File: src/rtl/entity_scan_scheduler.sv
// rtl/entity_scan_scheduler.sv - entity interface bus sequencer: per-frame snapshot scan with interleaved direction writes
//
// Purpose: owns the select/read/write bus of the entity interface. A frame_start
// scans entities 0..NUM_ENT-1 and emits one registered snapshot per entity.
// Direction commands enter a one-entry buffer. Their write cycles are slotted
// between scan reads, so the two never meet on the shared select bus.
//
// Ports:
//   clk, reset_n          clock, synchronous active-low reset
//   frame_start           single-cycle scan trigger
//   cmd_valid/cmd_ready   command handshake (ready = write buffer empty)
//   cmd_sel, cmd_dir      command target entity and direction code
//   cmd_err               pulse after an illegal cmd_sel is accepted
//   if_select/read/write  interface bus, decoded from registered state only
//   if_dir                direction data for interface writes
//   if_x/y/type           interface data, valid the cycle after if_read
//   if_active             interface active flag, valid in the if_read cycle
//   ent_*                 snapshot stream; ent_valid pulses once per entity
//   scan_busy, scan_done  scan in progress / last snapshot pulse
//   overrun               pulse after a frame_start that hit a running scan
module entity_scan_scheduler #(
  parameter int NUM_ENT = 6,
  parameter int SEL_W   = 3
) (
  input  logic             clk,
  input  logic             reset_n,
  input  logic             frame_start,
  input  logic             cmd_valid,
  output logic             cmd_ready,
  input  logic [SEL_W-1:0] cmd_sel,
  input  logic [2:0]       cmd_dir,
  output logic             cmd_err,
  output logic [SEL_W-1:0] if_select,
  output logic             if_read,
  output logic             if_write,
  output logic [2:0]       if_dir,
  input  logic [9:0]       if_x,
  input  logic [9:0]       if_y,
  input  logic [1:0]       if_type,
  input  logic             if_active,
  output logic             ent_valid,
  output logic [SEL_W-1:0] ent_idx,
  output logic [9:0]       ent_x,
  output logic [9:0]       ent_y,
  output logic [1:0]       ent_type,
  output logic             ent_active,
  output logic             scan_busy,
  output logic             scan_done,
  output logic             overrun
);

  typedef enum logic [1:0] {
    IDLE     = 2'd0,
    RD_ISSUE = 2'd1,
    RD_CAP   = 2'd2,
    WR       = 2'd3
  } state_t;

  localparam logic [SEL_W-1:0] LAST_IDX = SEL_W'(NUM_ENT - 1);

  state_t           state_q, state_d;
  logic [SEL_W-1:0] idx_q, idx_d;
  logic             scanning_q, scanning_d;
  logic             start_pending_q, start_pending_d;
  logic             wbuf_valid_q, wbuf_valid_d;
  logic [SEL_W-1:0] wbuf_sel_q, wbuf_sel_d;
  logic [2:0]       wbuf_dir_q, wbuf_dir_d;
  logic             active_q, active_d;
  logic             ent_valid_q, ent_valid_d;
  logic [SEL_W-1:0] ent_idx_q, ent_idx_d;
  logic [9:0]       ent_x_q, ent_x_d;
  logic [9:0]       ent_y_q, ent_y_d;
  logic [1:0]       ent_type_q, ent_type_d;
  logic             ent_active_q, ent_active_d;
  logic             scan_done_q, scan_done_d;
  logic             cmd_err_q, cmd_err_d;
  logic             overrun_q, overrun_d;

  logic cmd_accept;
  logic cmd_legal;

  // The buffer is full for the whole WR cycle, so an accept can never
  // coincide with the drain that clears it.
  assign cmd_accept = cmd_valid && !wbuf_valid_q;
  // Entity 0 is the player and takes no direction commands.
  assign cmd_legal  = (cmd_sel != '0) && (cmd_sel <= LAST_IDX);

  always_comb begin
    state_d         = state_q;
    idx_d           = idx_q;
    scanning_d      = scanning_q;
    start_pending_d = start_pending_q;
    wbuf_valid_d    = wbuf_valid_q;
    wbuf_sel_d      = wbuf_sel_q;
    wbuf_dir_d      = wbuf_dir_q;
    active_d        = active_q;
    ent_valid_d     = 1'b0;
    ent_idx_d       = ent_idx_q;
    ent_x_d         = ent_x_q;
    ent_y_d         = ent_y_q;
    ent_type_d      = ent_type_q;
    ent_active_d    = ent_active_q;
    scan_done_d     = 1'b0;
    cmd_err_d       = cmd_accept && !cmd_legal;
    overrun_d       = frame_start && scanning_q;

    if (frame_start && !scanning_q) begin
      start_pending_d = 1'b1;
    end

    if (cmd_accept && cmd_legal) begin
      wbuf_valid_d = 1'b1;
      wbuf_sel_d   = cmd_sel;
      wbuf_dir_d   = cmd_dir;
    end

    case (state_q)
      IDLE: begin
        if (wbuf_valid_q) begin
          state_d = WR;
        end else if (start_pending_q || frame_start) begin
          state_d         = RD_ISSUE;
          idx_d           = '0;
          scanning_d      = 1'b1;
          start_pending_d = 1'b0;
        end
      end

      WR: begin
        wbuf_valid_d = 1'b0;
        if (scanning_q) begin
          state_d = RD_ISSUE;
        end else if (start_pending_q) begin
          state_d         = RD_ISSUE;
          idx_d           = '0;
          scanning_d      = 1'b1;
          start_pending_d = 1'b0;
        end else begin
          state_d = IDLE;
        end
      end

      RD_ISSUE: begin
        // if_active is combinational from the interface, so it is caught
        // here; the registered if_x/y/type arrive one cycle later.
        active_d = if_active;
        state_d  = RD_CAP;
      end

      RD_CAP: begin
        ent_valid_d  = 1'b1;
        ent_idx_d    = idx_q;
        ent_x_d      = if_x;
        ent_y_d      = if_y;
        ent_type_d   = if_type;
        ent_active_d = active_q;
        if (idx_q == LAST_IDX) begin
          scanning_d  = 1'b0;
          scan_done_d = 1'b1;
        end else begin
          idx_d = idx_q + 1'b1;
        end
        // A pending write takes the gap before the next read (at most one
        // per gap, since the buffer holds one entry).
        if (wbuf_valid_q) begin
          state_d = WR;
        end else if (idx_q != LAST_IDX) begin
          state_d = RD_ISSUE;
        end else begin
          state_d = IDLE;
        end
      end

      default: state_d = IDLE;
    endcase
  end

  always_ff @(posedge clk) begin
    if (!reset_n) begin
      state_q         <= IDLE;
      idx_q           <= '0;
      scanning_q      <= 1'b0;
      start_pending_q <= 1'b0;
      wbuf_valid_q    <= 1'b0;
      wbuf_sel_q      <= '0;
      wbuf_dir_q      <= 3'd0;
      active_q        <= 1'b0;
      ent_valid_q     <= 1'b0;
      ent_idx_q       <= '0;
      ent_x_q         <= 10'd0;
      ent_y_q         <= 10'd0;
      ent_type_q      <= 2'd0;
      ent_active_q    <= 1'b0;
      scan_done_q     <= 1'b0;
      cmd_err_q       <= 1'b0;
      overrun_q       <= 1'b0;
    end else begin
      state_q         <= state_d;
      idx_q           <= idx_d;
      scanning_q      <= scanning_d;
      start_pending_q <= start_pending_d;
      wbuf_valid_q    <= wbuf_valid_d;
      wbuf_sel_q      <= wbuf_sel_d;
      wbuf_dir_q      <= wbuf_dir_d;
      active_q        <= active_d;
      ent_valid_q     <= ent_valid_d;
      ent_idx_q       <= ent_idx_d;
      ent_x_q         <= ent_x_d;
      ent_y_q         <= ent_y_d;
      ent_type_q      <= ent_type_d;
      ent_active_q    <= ent_active_d;
      scan_done_q     <= scan_done_d;
      cmd_err_q       <= cmd_err_d;
      overrun_q       <= overrun_d;
    end
  end

  // Bus decode uses registered state only: no input reaches the bus
  // combinationally.
  always_comb begin
    if_read   = 1'b0;
    if_write  = 1'b0;
    if_select = '0;
    if_dir    = 3'd0;
    case (state_q)
      RD_ISSUE: begin
        if_read   = 1'b1;
        if_select = idx_q;
      end
      WR: begin
        if_write  = 1'b1;
        if_select = wbuf_sel_q;
        if_dir    = wbuf_dir_q;
      end
      default: ;
    endcase
  end

  assign cmd_ready  = !wbuf_valid_q;
  assign cmd_err    = cmd_err_q;
  assign ent_valid  = ent_valid_q;
  assign ent_idx    = ent_idx_q;
  assign ent_x      = ent_x_q;
  assign ent_y      = ent_y_q;
  assign ent_type   = ent_type_q;
  assign ent_active = ent_active_q;
  assign scan_busy  = scanning_q;
  assign scan_done  = scan_done_q;
  assign overrun    = overrun_q;

endmodule

File: config.mk
export PLATFORM = sky130hd
export DESIGN_NAME = entity_scan_scheduler
export DESIGN_NICKNAME = d
export VERILOG_FILES = /design/src/rtl/entity_scan_scheduler.sv
export SDC_FILE = /design/constraint.sdc
export NUM_CORES = 1
export LEC_CHECK = 0
export BUFFER_PORTS_ARGS = -buffer_cell sky130_fd_sc_hd__buf_2
export CAP_MARGIN = 30
export CORE_MARGIN = 10
export CORE_UTILIZATION = 40
export DETAILED_ROUTE_END_ITERATION = 8
export GPL_ROUTABILITY_DRIVEN = 0
export MAX_ROUTING_LAYER = met4
export PLACE_DENSITY = 0.73
export SYNTH_ARGS = -nofsm -noshare
export SYNTH_HDL_FRONTEND = slang
export SYNTH_SLANG_ARGS = --single-unit
export TNS_END_PERCENT = 20
File: constraint.sdc
create_clock -name clk -period 1.55 [get_ports clk]
set_input_delay 0.0775 -clock clk [delete_from_list [all_inputs] [get_ports clk]]
set_output_delay 0.0775 -clock clk [all_outputs]
set_load 0.005 [all_outputs]
==> results of run 1 <==
[stage by stage]
step | hold WS (ns) | total power [mW]
2_1_floorplan | 0.195 | 2.01
3_3_place_gp | 0.308 | 2.29
3_5_place_dp | 0.321 | 2.31
4_1_cts | 0.00202 | 3.03
5_1_grt | 0.0189 | 3.34
6_report | 0.0106 | 3.13
[report_power, final]
part	switching (mW)	total, mW	internal [mW]
sequential	0.0996	1.40	1.30
clock	0.391	0.702	0.311
combinational	0.509	1.03	0.521
[metal layers]
layer / track usage [%] / wire length, um / up-vias
met3: 5.06 / 324 / 2
met2: 19.2 / 2230 / 48
met1: 13.8 / 2090 / 745
li1: - / - / 820
met5: - / 0 / -
met4: 2.94 / 8 / 0
[cells by family after synthesis]
| kind of cell | share of synthesized area (%) |
|---|---|
| flip-flops | 48.0 |
| AO/OA/AOI/OAI | 10.5 |
| buffers and inverters | 4.40 |
| adder cells (fa/ha/maj) | 4.00 |
| AND/OR/NAND/NOR | 16.0 |
| multiplexers | 17.1 |
[cell usage after synthesis]
library cell  count  area share (%)
buf_1             1            0.20
dfxtp_1          45              48
a221oi_1          1            0.47
a32o_1            1            0.53
o22a_1            1            0.47
a22o_1            3             1.4
a211o_1           1            0.47
o22ai_2           1            0.67
nor2_2            1            0.33
nand2_1           4            0.80
o21a_1            1            0.40
a311oi_1          1            0.47
nor2_1           37             7.4
a311o_1           1            0.53
nand4b_1          3             1.4
o21ai_0           7             1.9
and2_1            4             1.3
a211oi_2          1            0.67
buf_6             1            0.60
buf_4             2            0.80
inv_1             7             1.4
nand3_1           1            0.27
a32oi_1           1            0.47
nand2b_1          2            0.67
nor2b_1           1            0.33
mux2i_1          32              17
nand2b_4          2             1.5
buf_2             3            0.80
a21oi_1           8             2.1
clkbuf_1          3            0.60
and3_1            2            0.67
ha_1              6             4.0
nor3_1            5             1.3
[final cells by class]
| cell class | instances | share of cell area, % |
|---|---|---|
| Clock buffer | 5 | 2.77 |
| Clock inverter | 3 | 0.706 |
| Tap cell | 52 | 2.62 |
| Inverter | 7 | 1.06 |
| Timing Repair Buffer | 84 | 18.2 |
| Multi-Input combinational cell | 128 | 38.2 |
| Sequential cell | 45 | 36.4 |
[worst max path at each step]
stage | start | end | slack, ns | cells past startpoint
after global routing | state_q[1] | idx_q[2] | -0.01 | 6
after floorplan | state_q[0] | idx_q[2] | 0.002 | 7
after global placement | state_q[1] | idx_q[2] | 0.04 | 5
final | state_q[1] | idx_q[2] | 0.07 | 6
after detailed placement | state_q[1] | idx_q[2] | -0.07 | 5
after CTS | state_q[0] | if_select[2] | 0.005 | 4
[repair_timing]
action,CTS,global route
pin swaps,0,3
gates resized for setup,2,9
setup buffers,0,3
setup endpoints to repair,7,4
[worst register-to-register path, delay by kind of cell, from the launching register on]
family	cells	cell delay, ns
AO/OA/AOI/OAI	2	0.53
adder cells (fa/ha/maj)	1	0.18
buffers and inverters	1	0.10
flip-flops	1	0.37
AND/OR/NAND/NOR	2	0.20
[state kept, by name, summed over array words and instances, names as in the netlist, 2 cells and up]
signal and count:
ent_x 10, ent_y 10, ent_idx 3, idx_q 3, wbuf_dir_q 3, wbuf_sel_q 3, ent_type 2, state_q 2
==> metrics.txt, run 1 <==
critical path buffer and inverter count 1; Reg area approximately 900 um^2; Layout fillers 407; maximum VDD drop approximately 0.77 mV; I/O pins 73; sequential element share of the synthesized area roughly 48%; Final min period approximately 1.5 ns; cts hold-fix bufs 0; R2R cell count 6; wire per inst ~14 um; drt drc 0; Tot GR Track Use between 10% and 20%; Post-Syn Instances 190; routed via count between 1500 and 2000; CTS tree done; CTS buffer count 5; number of global-route vias before repair approximately 1700; fin crit share 95.2%; #FFs+latches synth 45; drt via density between 4 and 5; worst hold endpoint ent_y[8]; Layout Utilization 55.8%; Worst-path clk slew about 0.080 ns; Area Overhead vs Synth 32.1%; Die Wd around 89 um; Rows 24; initial antenna violation count 0; HP Class in2reg; DP Area 2320 um^2; delay-heaviest family, CP compound AO/OA/AOI/OAI gates; DIE HEIGHT approximately 90 um; critical path type reg2reg; f_max about 680 MHz; CORE AREA between 4000 and 5000 um^2; final worst setup slack 0.0742 ns; worst r2r src state_q[1]; TNS Setup 0 ns; Mapped Area roughly 1900 um^2; post-DP HPWL ~3600 um; placed cell count roughly 310; Post-Syn Nets ~230; share of cells above drive strength 1 around 39%; Req. time, crit path approximately 1.7 ns; largest net degree at the start of global routing 25; Final Cell Area roughly 2500 um^2; H-tree depth 2; final setup fails 0; Worst R2R End idx_q[2]; Final Max Slew Viols 0; multi-input logic area around 950 um^2; Root Driver clkbuf_8; hold path depth 3; Pleak about 1.2 nW; Max FO, Critical Path 6; most frequent cells in the layout buf_2 (72), dfxtp_1 (43), nor2_1 (37); Final Hold Vio Count 0; CTS sink cnt 45; Die ar. just under 8000 um^2; first-pass GRT wire length roughly 7400 um; arrival time worst endpoint between 1.5 and 2 ns; Critical Path Slowest Stage Cell dfxtp_2; register-to-register setup slack approximately 0.074 ns; status finished, final reports clean; pwr/cell area roughly 1300 nW/um^2; Critical Path Max Stage Delay approximately 0.37 ns; cell breakdown of the critical path inv_2 > ha_4 > nand2b_1 > o22ai_4 > nand2_1 > a311o_1; Hold Crit Start if_y[8]; DRT Wirelength between 4000 and 5000 um; grt total ovfl 0; port buffer count between 70 and 80; Setup Skew ~0.0053 ns; Pre-antenna DRT Iters 4; dpl ws -0.0697 ns; Cell variety after synth 33; Startpoint Class register; commonest non-fill, non-tap cell in the layout buf_2; DR iter-0 viols slightly below 80; max-cap viol count 0; CP endpoint kind register; fin cells about 320; Total Nets Final 310; Slew HR roughly three quarters; Antenna Nets Post-Route 0; clock tree buffer depth 2; ANT cells 0; worst slew pin tran around 0.35 ns; Initial Util around 42%; yosys warns 0; Skew-Pair Late Insertion Delay around 0.29 ns; Post-Syn Area per Cell between 9 and 10 um^2
Power figures use the tool's default switching activity.
==> run 2, diff against run 1 <==
Settings changed: BUFFER_PORTS_ARGS -buffer_cell sky130_fd_sc_hd__buf_2 to not set, DONT_BUFFER_PORTS set to 1, PLACE_DENSITY 0.73 to 0.59.
==> run 2 against run 1 <==
Combinational power is 9% lower. Sequential share of layout area is 0.44 points higher. Die area stayed put. Sequential power is 3% higher. Critical endpoint is now if_select[2]. Highest routed layer unchanged.
==> metrics.txt, run 2 (synthesized netlist as in run 1, its figures left out) <==
Final Max Slew Viols 0; Root Driver clkbuf_8; share of cells above drive strength 1 between 10% and 20%; Area Overhead vs Synth 30.9%; Pleak 0.962 nW; Layout Utilization 55.3%; Final min period about 1.5 ns; Skew-Pair Late Insertion Delay just under 0.3 ns; pwr/cell area 1250 nW/um^2; Pre-antenna DRT Iters 4; worst slew pin tran roughly 0.32 ns; hold path depth 3; f_max between 600 and 700 MHz; CTS tree done; fin crit share between 90% and 100%; Slew HR 78.4%; Startpoint Class register; CORE AREA around 4400 um^2; post-DP HPWL ~3700 um; initial antenna violation count 0; Max FO, Critical Path 5; H-tree depth 2; worst r2r src state_q[0]; commonest non-fill, non-tap cell in the layout dfxtp_1; routed via count around 1500; HP Class in2reg; Worst R2R End idx_q[2]; Die Wd just under 90 um; Final Hold Vio Count 0; drt drc 0; Setup Skew between 0.007 and 0.008 ns; R2R cell count 6; final setup fails 0; CTS buffer count 5; DRT Wirelength roughly 5000 um; unrepaired setup endpoints after global routing no; TNS Setup 0 ns; CTS sink cnt 45; Hold Crit Start cmd_sel[1]; maximum VDD drop ~0.51 mV; Total Nets Final roughly 270; I/O pins 73; arrival time worst endpoint around 1.4 ns; wire per inst 17.6 um; most frequent cells in the layout dfxtp_1 (43), nor2_1 (37), dlygate4sd3_1 (33); number of global-route vias before repair between 1500 and 2000; Antenna Nets Post-Route 0; worst hold endpoint wbuf_sel_q[2]; status finished, final reports clean; Worst-path clk slew ~0.080 ns; ANT cells 0; Rows 24; Tot GR Track Use 13.6%; port buffer count 0; grt total ovfl 0; DIE HEIGHT 88.5 um; Initial Util between 40% and 50%; Die ar. 7830 um^2; CP endpoint kind primary output; register-to-register setup slack about 0.09 ns; first-pass GRT wire length 8210 um; max-cap viol count 0; drt via density about 5.4; DR iter-0 viols 91; Req. time, crit path approximately 1.5 ns; critical path type reg2out; clock tree buffer depth 2; largest net degree at the start of global routing 24
-- run 2: cell types whose count changed in the layout (fill, tap and decap cells not counted), sizes merged --
cell	change
buf	-72
dlygate4sd3	+33
-- run 2: repair_timing --
item / CTS / global route
resized for setup: 0 / 11
hold buffers: 33 / 0
endpoints found under the hold margin: 35 / 0
setup buffers: 0 / 1
setup endpoints to repair: 0 / 20
-- run 2: metal layers --
metal  wire, um  vias to the layer above  track usage (%)
met5          0                        -                -
met1       1960                      739             14.6
met4         36                        0             3.96
met3        344                        4             4.69
li1           -                      741                -
met2       2680                       43             23.4
-- run 2: area by class of cell --
type,instances,area [um^2]
Sequential cell,45,906
Tap cell,52,65.1
Multi-Input combinational cell,128,938
Clock inverter,3,17.5
Inverter,7,28.8
Clock buffer,5,68.8
Fill cell,361,1990
Timing Repair Buffer,45,433
-- run 2: critical path, stage by stage (launching register included) --
cell	delay (ns)
dfxtp_4	0.37
buf_4	0.15
ha_1	0.30
a22o_1	0.29
-- run 2: through the flow --
stage                     worst slack [ns]  total power, mW  cells  instance area (um^2)  hold slack, ns
after floorplan                    0.00225             2.01    190                  1880           0.195
after global placement              0.0925             2.21    243                  1990           0.204
after detailed placement            0.0243             2.26    243                  1990           0.202
after CTS                          0.00595             3.03    284                  2410          0.0337
after global routing               0.00581             3.28    285                  2460          0.0416
final                               0.0651             3.08    285                  2460          0.0459
-- run 2: worst max path at each step --
| stage | from | to | slack (ns) | depth (start not counted) |
|---|---|---|---|---|
| floorplan | state_q[0] | idx_q[2] | 0.002 | 7 |
| global placement | state_q[1] | idx_q[2] | 0.09 | 5 |
| detailed placement | state_q[1] | idx_q[2] | 0.02 | 6 |
| CTS | state_q[0] | idx_q[2] | 0.006 | 6 |
| global route | state_q[1] | idx_q[2] | 0.006 | 6 |
| finish | state_q[0] | if_select[2] | 0.07 | 3 |
-- run 2: report_power, final --
| part | internal (mW) | total, mW | leakage (nW) | switching, mW |
|---|---|---|---|---|
| logic | 0.483 | 0.936 | 0.551 | 0.453 |
| clock network | 0.311 | 0.704 | 0.0439 | 0.393 |
| registers | 1.30 | 1.44 | 0.367 | 0.142 |
| total | 2.09 | 3.08 | 0.962 | 0.988 |
